===== src/rtl/unary_mac_sequencer.sv =====
// unary_mac_sequencer: feeds operand pairs from a small FIFO to a unary_binary_MAC,
// one outstanding operation at a time, and accumulates the MAC results into a
// per-vector dot product that is presented on a valid/ready result port.
//
// Ports:
//   clk, reset_n                      clock, asynchronous active-low reset
//   in_valid/in_ready/in_a/in_b/in_last   operand stream (in_last tags final element)
//   mac_valid/mac_a/mac_b             issue pulse and held operands to the MAC
//   mac_ready/mac_out                 MAC completion pulse and result
//   res_valid/res_ready/res_data/res_count  dot-product result handshake
module unary_mac_sequencer #(
    parameter int unsigned SIZE  = 4,
    parameter int unsigned SETS  = 1,
    parameter int unsigned DEPTH = 4,
    parameter int unsigned ACC_W = 32,
    parameter int unsigned CNT_W = 8
) (
    input  logic                   clk,
    input  logic                   reset_n,
    input  logic                   in_valid,
    output logic                   in_ready,
    input  logic [SETS*SIZE-1:0]   in_a,
    input  logic [SETS*SIZE-1:0]   in_b,
    input  logic                   in_last,
    output logic                   mac_valid,
    output logic [SETS*SIZE-1:0]   mac_a,
    output logic [SETS*SIZE-1:0]   mac_b,
    input  logic                   mac_ready,
    input  logic [2*SIZE+SETS-1:0] mac_out,
    output logic                   res_valid,
    input  logic                   res_ready,
    output logic [ACC_W-1:0]       res_data,
    output logic [CNT_W-1:0]       res_count
);

    localparam int unsigned OP_W = SETS * SIZE;
    localparam int unsigned E_W  = 2 * OP_W + 1;
    localparam int unsigned AW   = $clog2(DEPTH);
    localparam int unsigned CW   = AW + 1;

    typedef enum logic [1:0] {IDLE, ISSUE, WAIT, RESULT} state_t;

    state_t            state;
    logic [E_W-1:0]    mem [DEPTH];
    logic [AW-1:0]     wr_ptr;
    logic [AW-1:0]     rd_ptr;
    logic [CW-1:0]     count;
    logic [CW-1:0]     count_nxt;
    logic [E_W-1:0]    head;
    logic              push;
    logic              pop;
    logic              last_q;
    logic [ACC_W-1:0]  acc;
    logic [CNT_W-1:0]  cnt;

    // FIFO entry layout: {a, b, last}
    assign push = in_valid && in_ready;
    assign pop  = (state == IDLE) && (count != '0);
    assign head = mem[rd_ptr];

    always_comb begin
        count_nxt = count + CW'(push) - CW'(pop);
    end

    // Storage needs no reset; occupancy alone defines validity
    always_ff @(posedge clk) begin
        if (push) begin
            mem[wr_ptr] <= {in_a, in_b, in_last};
        end
    end

    // Pointers, occupancy and the registered not-full flag
    always_ff @(posedge clk or negedge reset_n) begin
        if (!reset_n) begin
            wr_ptr   <= '0;
            rd_ptr   <= '0;
            count    <= '0;
            in_ready <= 1'b1;
        end else begin
            if (push) wr_ptr <= wr_ptr + AW'(1);
            if (pop)  rd_ptr <= rd_ptr + AW'(1);
            count    <= count_nxt;
            in_ready <= (count_nxt != CW'(DEPTH));
        end
    end

    // Issue/collect state machine; mac_valid is raised on entry to ISSUE only
    always_ff @(posedge clk or negedge reset_n) begin
        if (!reset_n) begin
            state     <= IDLE;
            mac_valid <= 1'b0;
            mac_a     <= '0;
            mac_b     <= '0;
            last_q    <= 1'b0;
            acc       <= '0;
            cnt       <= '0;
            res_valid <= 1'b0;
        end else begin
            mac_valid <= 1'b0;
            case (state)
                IDLE: begin
                    if (pop) begin
                        mac_a     <= head[E_W-1 -: OP_W];
                        mac_b     <= head[OP_W -: OP_W];
                        last_q    <= head[0];
                        mac_valid <= 1'b1;
                        state     <= ISSUE;
                    end
                end
                ISSUE: begin
                    state <= WAIT;
                end
                WAIT: begin
                    if (mac_ready) begin
                        acc       <= acc + ACC_W'(mac_out);
                        cnt       <= cnt + CNT_W'(1);
                        res_valid <= last_q;
                        state     <= last_q ? RESULT : IDLE;
                    end
                end
                RESULT: begin
                    if (res_ready) begin
                        acc       <= '0;
                        cnt       <= '0;
                        res_valid <= 1'b0;
                        state     <= IDLE;
                    end
                end
                default: state <= IDLE;
            endcase
        end
    end

    // Sum and count are held in registers and only change outside RESULT
    assign res_data  = acc;
    assign res_count = cnt;

endmodule


===== config.mk =====
export PLATFORM = sky130hd
export DESIGN_NAME = unary_mac_sequencer
export DESIGN_NICKNAME = d
export VERILOG_FILES = /design/src/rtl/unary_mac_sequencer.sv
export SDC_FILE = /design/constraint.sdc
export NUM_CORES = 1
export LEC_CHECK = 0
export BUFFER_PORTS_ARGS = -buffer_cell sky130_fd_sc_hd__buf_4
export CAP_MARGIN = 20
export CORE_MARGIN = 4
export CORE_UTILIZATION = 32
export CTS_CLUSTER_SIZE = 8
export DETAILED_ROUTE_END_ITERATION = 10
export GPL_ROUTABILITY_DRIVEN = 0
export HOLD_SLACK_MARGIN = 0.06
export PLACE_DENSITY = 0.58
export SYNTH_ARGS = -nofsm -noshare
export SYNTH_HDL_FRONTEND = slang
export SYNTH_SLANG_ARGS = --single-unit

===== constraint.sdc =====
create_clock -name clk -period 3.41 [get_ports clk]
set_input_delay 0.341 -clock clk [delete_from_list [all_inputs] [get_ports clk]]
set_output_delay 0.341 -clock clk [all_outputs]
set_load 0.03 [all_outputs]

# Word-level counts from Yosys, hierarchy flattened
# Memory sizes are Yosys's and may differ from the RTL's. A register that Yosys moved wholly into a read port is not among the register bits.
# Index checks and enable logic that the tools add are counted.
dict set report word_totals {
  reg_bits 52
  ram_bits 36
  inputBits 23
  output_inout_bits 51
  wordCells 50
  memories 1
}
# name depth word_bits rd rd_clocked_by_memory_dff wr line_no
set mem_list {}
lappend mem_list {mem 4 9 1 1 1 44} ;# logic [E_W-1:0] mem [DEPTH];
dict set report classes {
  n_addsub 6
  n_eq_ne 7
  muxes 18
  reduce_logical 9
}
# cell count
set ops {}
lappend ops {{32-bit 2-to-1 mux} 2}
lappend ops {{32-bit case mux with 2 select lines} 1}
lappend ops {{32-bit by 9-bit adder with 32-bit output} 1}
lappend ops {{8-bit 2-to-1 mux} 2}
lappend ops {{8-bit case mux with 2 select lines} 1}
lappend ops {{8-bit by 1-bit adder with 8-bit output (second input constant)} 1}
lappend ops {{2-bit 2-to-1 mux} 4}
lappend ops {{2-bit case mux with 4 select lines} 1}
lappend ops {{1-bit 2-to-1 mux} 6}
lappend ops {{2-bit inequality test (second input constant)} 3}
lappend ops {{3-bit AND reduction} 2}
lappend ops {{2-bit by 1-bit adder with 2-bit output (second input constant)} 2}
lappend ops {{2-bit equality test (second input constant)} 2}
lappend ops {{3-bit by 1-bit adder with 3-bit output} 1}
lappend ops {{3-bit inequality test (second input constant)} 1}
lappend ops {{3-bit nonzero test} 1}
lappend ops {{3-bit by 1-bit subtractor with 3-bit output} 1}
lappend ops {{2-bit by 1-bit equality test with 1-bit output (second input constant)} 1}
lappend ops {{1-bit logical AND} 2}
lappend ops {{2-bit logical NOT} 1}
lappend ops {{1-bit case mux with 2 select lines} 1}
lappend ops {{2-bit AND reduction} 1}
lappend ops {{2-bit nonzero test} 1}
lappend ops {{1-bit logical NOT} 1}

# Logic depth before layout (Yosys ltp)
# Gate-level depths: netlist of run 1.
dict set report logic_depth {
  depth_word 4
  mapped_depth 10
  depth_no_buf 9
}

# Worst setup path before layout of run 1
# Ideal clock, no wire load.
dict set report synth_path {
  kind {flip-flop to flip-flop}
  startpoint {reg acc[0] (netlist: res_data[0])}
  endpoint {reg acc[16] (netlist: res_data[16])}
  setup_time_ps 78
  t_arrival_ps 2270
  t_required_ps 3332
  slack_ps 1062
  path_stages_with_launch 10
  n_path_buf 1
  synth_period_minus_slack_ps 2348
  path_cell_list {dfrtp_1 ha_1 inv_1 fa_1 nor2b_4 o31a_4 a221oi_2 buf_6 or4_1 a21oi_1}
}
dict set report synth_via {
  elab_chain_len 3
}
# item line_no
set synth_rtl {}
lappend synth_rtl {{start, declared} 53} ;# logic [ACC_W-1:0] acc;
lappend synth_rtl {{start signal, assigned} 115} ;# acc <= acc + ACC_W'(mac_out);
lappend synth_rtl {{32-bit by 9-bit adder with 32-bit output} 115}
lappend synth_rtl {{32-bit 2-to-1 mux} 114} ;# if (mac_ready) begin
lappend synth_rtl {{32-bit case mux with 2 select lines} 100} ;# case (state)
# No other way between the ends. The select of a mux whose other input is x is not followed.
# A chain may end at the register's enable or synchronous reset.

# Final worst setup path of run 1
dict set report layout_path {
  startpoint {reg state[1]}
  endpoint {reg in_ready}
}
dict set report layout_via {
  elab_chain_len 4
}
# item line_no
set layout_rtl {}
lappend layout_rtl {{start, declared} 43} ;# state_t state;
lappend layout_rtl {{start signal, assigned} 118} ;# state <= last_q ? RESULT : IDLE;
lappend layout_rtl {{2-bit logical NOT} 58} ;# assign pop = (state == IDLE) && (count != '0);
lappend layout_rtl {{1-bit logical AND} 58}
lappend layout_rtl {{3-bit by 1-bit subtractor with 3-bit output} 62} ;# count_nxt = count + CW'(push) - CW'(pop);
lappend layout_rtl {{named net count_nxt[1]} 48} ;# logic [CW-1:0] count_nxt;
lappend layout_rtl {{3-bit inequality test} 83} ;# in_ready <= (count_nxt != CW'(DEPTH));
lappend layout_rtl {{end signal, assigned} 83}
lappend layout_rtl {{end, declared} 21} ;# output logic in_ready,
# The timed path passes the listed nets, and every way through them passes these cells.

==> results of run 1 <==
==> report_power, final <==
part | internal [W] | switching, W | total [W] | leakage, nW
Combinational | 0.000753 | 0.00102 | 0.00177 | 1.14
Sequential | 0.00151 | 0.000261 | 0.00177 | 1.12
Clock | 0.000509 | 0.000473 | 0.000982 | 0.142
Total | 0.00277 | 0.00175 | 0.00452 | 2.40
==> cells by family (layout without fill, tap and decap cells) <==
family	Yosys count	count (layout)	synth area share
flops	97	97	0.546
compound gates	83	83	0.130
simple gates	119	119	0.144
buf+inv	30	104	0.0314
xor+xnor	17	17	0.0312
fa+ha+maj	18	18	0.0503
mux	19	19	0.0660
==> synthesized netlist by cell type, drive strengths merged (2+ instances only) <==
master,count
a211oi,3
a21o,2
a21oi,22
a22o,3
a31oi,2
and2,4
and3,9
buf,11
clkbuf,6
dfrtp,60
edfxtp,36
fa,2
ha,16
inv,13
mux2,10
mux4,9
nand2,29
nand2b,3
nand3,17
nand4,8
nor2,20
nor2b,2
nor3,2
o2111ai,7
o21a,3
o21ai,25
o21bai,2
o31ai,5
or3,12
or4,8
xnor2,8
xor2,9
==> how the worst min path moves through the flow <==
| stage | slack [ns] | from | depth (start not counted) | to |
|---|---|---|---|---|
| after floorplan | 0.05 | reset_n | 0 | count[0]$_DFF_PN0_ |
| after global placement | 0.49 | reset_n | 1 | res_count[2]$_DFFE_PN0P_ |
| after detailed placement | 0.50 | reset_n | 1 | res_count[2]$_DFFE_PN0P_ |
| after CTS | 0.10 | reset_n | 1 | res_data[5]$_DFFE_PN0P_ |
| after global routing | 0.15 | reset_n | 1 | res_count[5]$_DFFE_PN0P_ |
| final | 0.08 | reset_n | 1 | res_count[4]$_DFFE_PN0P_ |
==> sequential cells by signal, summed over array words and instances, names as in the netlist <==
signal     cells
mac_b          4
count          3
mac_a          4
rd_ptr         2
last_q         1
mac_valid      1
in_ready       1
mem           36
res_count      8
state          2
wr_ptr         2
res_valid      1
res_data      32
==> area by class of cell <==
type | count | area [sq um] | area share
flip-flops and latches | 97 | 2610 | 0.454
multi-input cells | 256 | 2020 | 0.351
repair buffers | 75 | 563 | 0.0979
well taps | 184 | 230 | 0.0400
clock buffers | 9 | 225 | 0.0392
clock inverters | 7 | 57.6 | 0.0100
inverters | 13 | 48.8 | 0.00849
==> layer usage <==
layer	share of wire	GRT usage	wire, um
met1	0.42	0.150	4350
met2	0.51	0.228	5280
met3	0.051	0.0356	529
met4	0.012	0.0422	126
met5	0	0	0
==> per-stage QoR <==
| step | power [W] | setup WS [ns] | hold WS (ns) |
|---|---|---|---|
| finish | 0.00452 | 0.851 | 0.0755 |
| global route | 0.00483 | 0.626 | 0.148 |
| CTS | 0.00461 | 0.823 | 0.101 |
| detailed placement | 0.00360 | 0.829 | 0.501 |
| global placement | 0.00355 | 0.895 | 0.490 |
| floorplan | 0.00309 | 1.06 | 0.0454 |
==> worst max-delay path, delay by kind of cell (launching register included) <==
family	cells	cell delay [ns]
adders and majority gates	3	0.90
DFF	1	0.52
buffers and inverters	2	0.43
and+or+nand+nor	3	0.64
==> flow_summary_export.csv, run 1 <==
group,metric,value,unit
status,status,"finished clean",
sta,max_freq,391,MHz
clock_tree,clk_latency,0.36,ns
job,cap_violations,0,
global_route,grt_pass1_wl,16.9,mm
worst_setup_path,crit_path_max_fanout,12,
sta,worst_pin_slew,0.796,ns
worst_setup_path,end_kind,"flip-flop",
sta,hold_viol,0,
worst_setup_path,crit_start,"state[1]$_DFFE_PN0P_",
worst_setup_path,r2r_start,"state[1]$_DFFE_PN0P_",
cells_and_area,nets,493,
sta,tns,0,ns
die,core_area,14600,sq um
yosys,async_reset_ff_frac,0.629,
placement,dp_cells,625,
worst_setup_path,endpoint,"in_ready$_DFF_PN1_",
cells_and_area,layout_common_cells,"buf_4, dfrtp_1, edfxtp_1",
sta,slew_headroom,0.470,
yosys,synthTopCellsByArea,"dfrtp_1, edfxtp_1, mux4_2, ha_1, mux2_2",
clock_tree,numClockSinks,97,
routing,routedWlPerCell,16.0,um
die,die_area,16900,sq um
yosys,avgSynthCellArea,12.5,sq um
die,die_y,130,um
clock_tree,clockBufferDepth,2,
cells_and_area,fillers,1403,
routing,ant_nets,0,
worst_setup_path,arrival,2.84,ns
cells_and_area,stdcell_count,641,
routing,drt_pass1_iterations,4,
yosys,yosys_warnings,0,
clock_tree,root_buffer,"clkbuf_16",
cells_and_area,final_common_cell,"buf_4",
yosys,synthDistinctLibCells,64,
yosys,synth_fp_nets,424,
sta,finalMaxSlewViolations,0,
worst_setup_path,cp_cell_sequence,"or3_1 -> inv_1 -> ha_1 -> inv_1 -> ha_1 -> fa_1 -> nor2_1 -> nand2_1",
sta,min_period,2.56,ns
yosys,synth_largest_area_cell,"dfrtp_1",
routing,routed_via_density,5.07,
global_route,antenna_found_initial,0,
cells_and_area,insertedDiodeCount,0,
worst_setup_path,r2r_end,"in_ready$_DFF_PN1_",
clock_tree,numCtsBuffers,9,
sta,fin_crit_sh,0.750,
worst_setup_path,crit_required,3.69,ns
yosys,synth_cells,383,
yosys,synth_top_area_share,0.314,
cells_and_area,syn_to_final_growth,20.4,%
worst_setup_path,reg2reg_slack,0.85,ns
power,power.density,787,nW/um^2
die,io_pins,74,
worst_setup_path,r2r_cells,8,
routing,drtIter0Drc,78,
global_route,grt_usage,0.129,
sta,rsz0062_at_grt,"no",
die,die_w,130,um
placement,place_area,5470,sq um
min_path,holdCritPathClass,"input pin to asynchronous set/reset pin",
clock_tree,cts-hold-fix-buffers,0,
yosys,ys_ff_latch,97,
cells_and_area,layout-drive-gt1-share,0.284,
sta,setup_viol,0,
clock_tree,post_cts_buffers,0,
clock_tree,cts_resized,0,
cells_and_area,fin_util,0.394,
power,ir_drop,351,uV
worst_setup_path,cp-start-kind,"flip-flop",
yosys,syn_area,4770,sq um
yosys,ys_seq_area_frac,0.546,
clock_tree,path_clk_slew,0.07,ns
routing,wl,10.3,mm
global_route,grt_max_degree,62,
placement,post-dp-hpwl,7.22,mm
worst_setup_path,critPathMaxStageDelay,0.52,ns
placement,io_buffers,73,
die,start_util,0.327,
cells_and_area,fin_area,5750,sq um
global_route,overflow,0,
worst_setup_path,slowest_stage,"dfrtp_1",
routing,num_vias,3252,
sta,skew,0.0121,ns
yosys,synthFlopType,"dfrtp_1",
routing,drc,0,
power,leakagePower,2.40,nW
global_route,grt_pass1_vias,3287,
die,rows,44,
worst_setup_path,crit_type,"flip-flop to flip-flop",
clock_tree,cts_tree,"yes",
yosys,synth_edf_count,36,
clock_tree,htree_num_levels,3,
No activity file was read; power rests on OpenSTA's default activity.
==> inputs of run 2 (changes only) <==
--- a/config.mk
+++ b/config.mk
@@ -13,7 +13,7 @@
 export DETAILED_ROUTE_END_ITERATION = 10
 export GPL_ROUTABILITY_DRIVEN = 0
 export HOLD_SLACK_MARGIN = 0.06
-export PLACE_DENSITY = 0.58
+export PLACE_DENSITY = 0.6
 export SYNTH_ARGS = -nofsm -noshare
 export SYNTH_HDL_FRONTEND = slang
 export SYNTH_SLANG_ARGS = --single-unit
==> constraint.sdc (replaced) <==
create_clock -name clk -period 2.23 [get_ports clk]
set_input_delay 0.223 -clock clk [delete_from_list [all_inputs] [get_ports clk]]
set_output_delay 0.223 -clock clk [all_outputs]
set_load 0.03 [all_outputs]
==> run 2 against run 1 <==
  * Sequential power grew 47%
  * Non-clock buffer count rose by 21
  * Clock skew decreased by 0.0048 ns
  * Critical path type unchanged
  * Largest cell class unchanged
  * Die area is the same
  * Critical endpoint is now res_data[26]$_DFFE_PN0P_
  * Highest routed layer unchanged
==> flow_summary_export.csv, run 2 (synthesized netlist as in run 1, its figures left out) <==
group,metric,value,unit
min_path,holdPathStages,1,
power,swShare,0.376,
routing,drtIter0Drc,172,
min_path,whs_endpoint,"mem[2][4]$_DFFE_PP_",
cells_and_area,layout_common_cells,"buf_4, dfrtp_1, edfxtp_1",
clock_tree,path_clk_slew,0.07,ns
global_route,grt_pass1_wl,17.5,mm
placement,io_buffers,73,
sta,setup_viol,0,
routing,routedWlPerCell,17.0,um
cells_and_area,nets,514,
worst_setup_path,cp-start-kind,"flip-flop",
clock_tree,numClockSinks,97,
sta,max_freq,450,MHz
power,seqPwrFrac,0.354,
sta,min_period,2.22,ns
cells_and_area,insertedDiodeCount,0,
worst_setup_path,reg2reg_slack,0.009,ns
die,start_util,0.327,
die,core_area,14600,sq um
global_route,grt_max_degree,62,
sta,slew_headroom,0.451,
power,leakagePower,2.51,nW
power,p_int,0.00460,W
power,power.density,1220,nW/um^2
cells_and_area,final_common_cell,"buf_4",
routing,num_vias,3424,
worst_setup_path,crit_path_max_fanout,6,
cells_and_area,multiInputGateArea,2100,sq um
sta,worst_pin_slew,0.824,ns
sta,skew,0.00735,ns
clock_tree,clk_latency,0.35,ns
worst_setup_path,r2r_end,"res_data[26]$_DFFE_PN0P_",
cells_and_area,fin_area,6030,sq um
power,comb_power_share,0.438,
cells_and_area,top_register,"mem",
die,die_w,130,um
global_route,overflow,0,
global_route,antenna_found_initial,0,
sta,whs,0.0784,ns
cells_and_area,fillers,1372,
cells_and_area,syn_to_final_growth,26.3,%
sta,rsz0062_at_grt,"yes",
clock_tree,cts_tree,"yes",
cells_and_area,layout-drive-gt1-share,0.337,
worst_setup_path,crit_required,2.51,ns
job,cap_violations,0,
worst_setup_path,r2r_start,"res_data[0]$_DFFE_PN0P_",
routing,drc,0,
global_route,grt_pass1_vias,3403,
clock_tree,htree_num_levels,3,
min_path,holdCritPathClass,"input pin to flip-flop",
sta,finalMaxSlewViolations,0,
worst_setup_path,end_kind,"flip-flop",
routing,drt_pass1_iterations,4,
clock_tree,root_buffer,"clkbuf_16",
clock_tree,numCtsBuffers,9,
routing,routed_via_density,5.17,
placement,place_area,5560,sq um
routing,wl,11.3,mm
routing,ant_nets,0,
global_route,grt_usage,0.133,
clock_tree,clockBufferDepth,2,
cells_and_area,regArea,2610,sq um
min_path,hold_start,"in_b[3]",
die,die_area,16900,sq um
power,ir_drop,887,uV
sta,hold_viol,0,
die,die_y,130,um
power,pwr-share-clk,0.209,
cells_and_area,largest_register_ff_count,36,
placement,post-dp-hpwl,7.69,mm
power,switching_power,0.00277,W
die,rows,44,
die,io_pins,74,
worst_setup_path,r2r_cells,9,
worst_setup_path,crit_type,"flip-flop to flip-flop",
sta,fin_crit_sh,0.996,
worst_setup_path,arrival,2.50,ns
status,status,"finished clean",
## run 2: area by class of cell
| class | count | area share |
|---|---|---|
| Clock buffer | 11 | 0.0386 |
| Sequential cell | 97 | 0.433 |
| Tap cell | 184 | 0.0382 |
| Multi-Input combinational cell | 256 | 0.348 |
| Clock inverter | 5 | 0.00913 |
| Inverter | 13 | 0.00809 |
| Timing Repair Buffer | 96 | 0.125 |
## run 2: worst max-delay path by stage
stage                     slack [ns]               startpoint  depth (start not counted)                  endpoint
final                          0.009  res_data[0]$_DFFE_PN0P_                          9  res_data[26]$_DFFE_PN0P_
after global routing           -0.05  res_data[0]$_DFFE_PN0P_                          9  res_data[12]$_DFFE_PN0P_
after CTS                       0.03  res_data[0]$_DFFE_PN0P_                          9  res_data[26]$_DFFE_PN0P_
after detailed placement       -0.02  res_data[0]$_DFFE_PN0P_                          9  res_data[26]$_DFFE_PN0P_
after global placement          0.03  res_data[0]$_DFFE_PN0P_                          9  res_data[24]$_DFFE_PN0P_
after floorplan                -0.02  res_data[0]$_DFFE_PN0P_                          9  res_data[16]$_DFFE_PN0P_
## run 2: metal layers
metal	vias to the layer above	track usage	wire [um]	part of all wire
met5	-	0	0	0
met4	0	0.0465	216	0.019
met3	19	0.0463	763	0.068
met2	103	0.219	5570	0.49
met1	1694	0.164	4710	0.42
li1	1608	-	-	-
## run 2: what timing repair did
item,4_1_cts,5_1_grt
cloned,0,3
hold buffers,3,0
endpoints found under the hold margin,68,0
setup buffers,0,4
resized for setup,1,19
pin swaps,0,6
endpoints found under the setup margin,4,11
## run 2: worst max-delay path: stages (launching register included)
cell and delay, ns:
dfrtp_2 0.39, ha_4 0.13, inv_2 0.03, fa_2 0.36, nor2b_4 0.14, o31a_4 0.15, a221oi_4 0.10, clkbuf_16 0.18
or4_4 0.51, a21oi_2 0.15
## run 2: per-stage QoR
stage                     setup TNS [ns]  instances  setup WS [ns]  power, W   util
after CTS                              0        655         0.0252   0.00727  0.403
after floorplan                  -0.0205        383        -0.0205   0.00473      -
after global routing              -0.264        662        -0.0470   0.00785  0.413
after detailed placement         -0.0339        636        -0.0203   0.00569  0.381
final                                  0        662        0.00885   0.00737  0.413
after global placement                 0        636         0.0316   0.00560  0.381
## run 2: power by group through the flow
stage	clock network (W)	logic, W	registers [W]
6_report	0.00154	0.00323	0.00261
4_1_cts	0.00159	0.00308	0.00260
5_1_grt	0.00166	0.00351	0.00267
3_5_place_dp	0	0.00305	0.00264
3_3_place_gp	0	0.00299	0.00261
2_1_floorplan	0	0.00178	0.00295
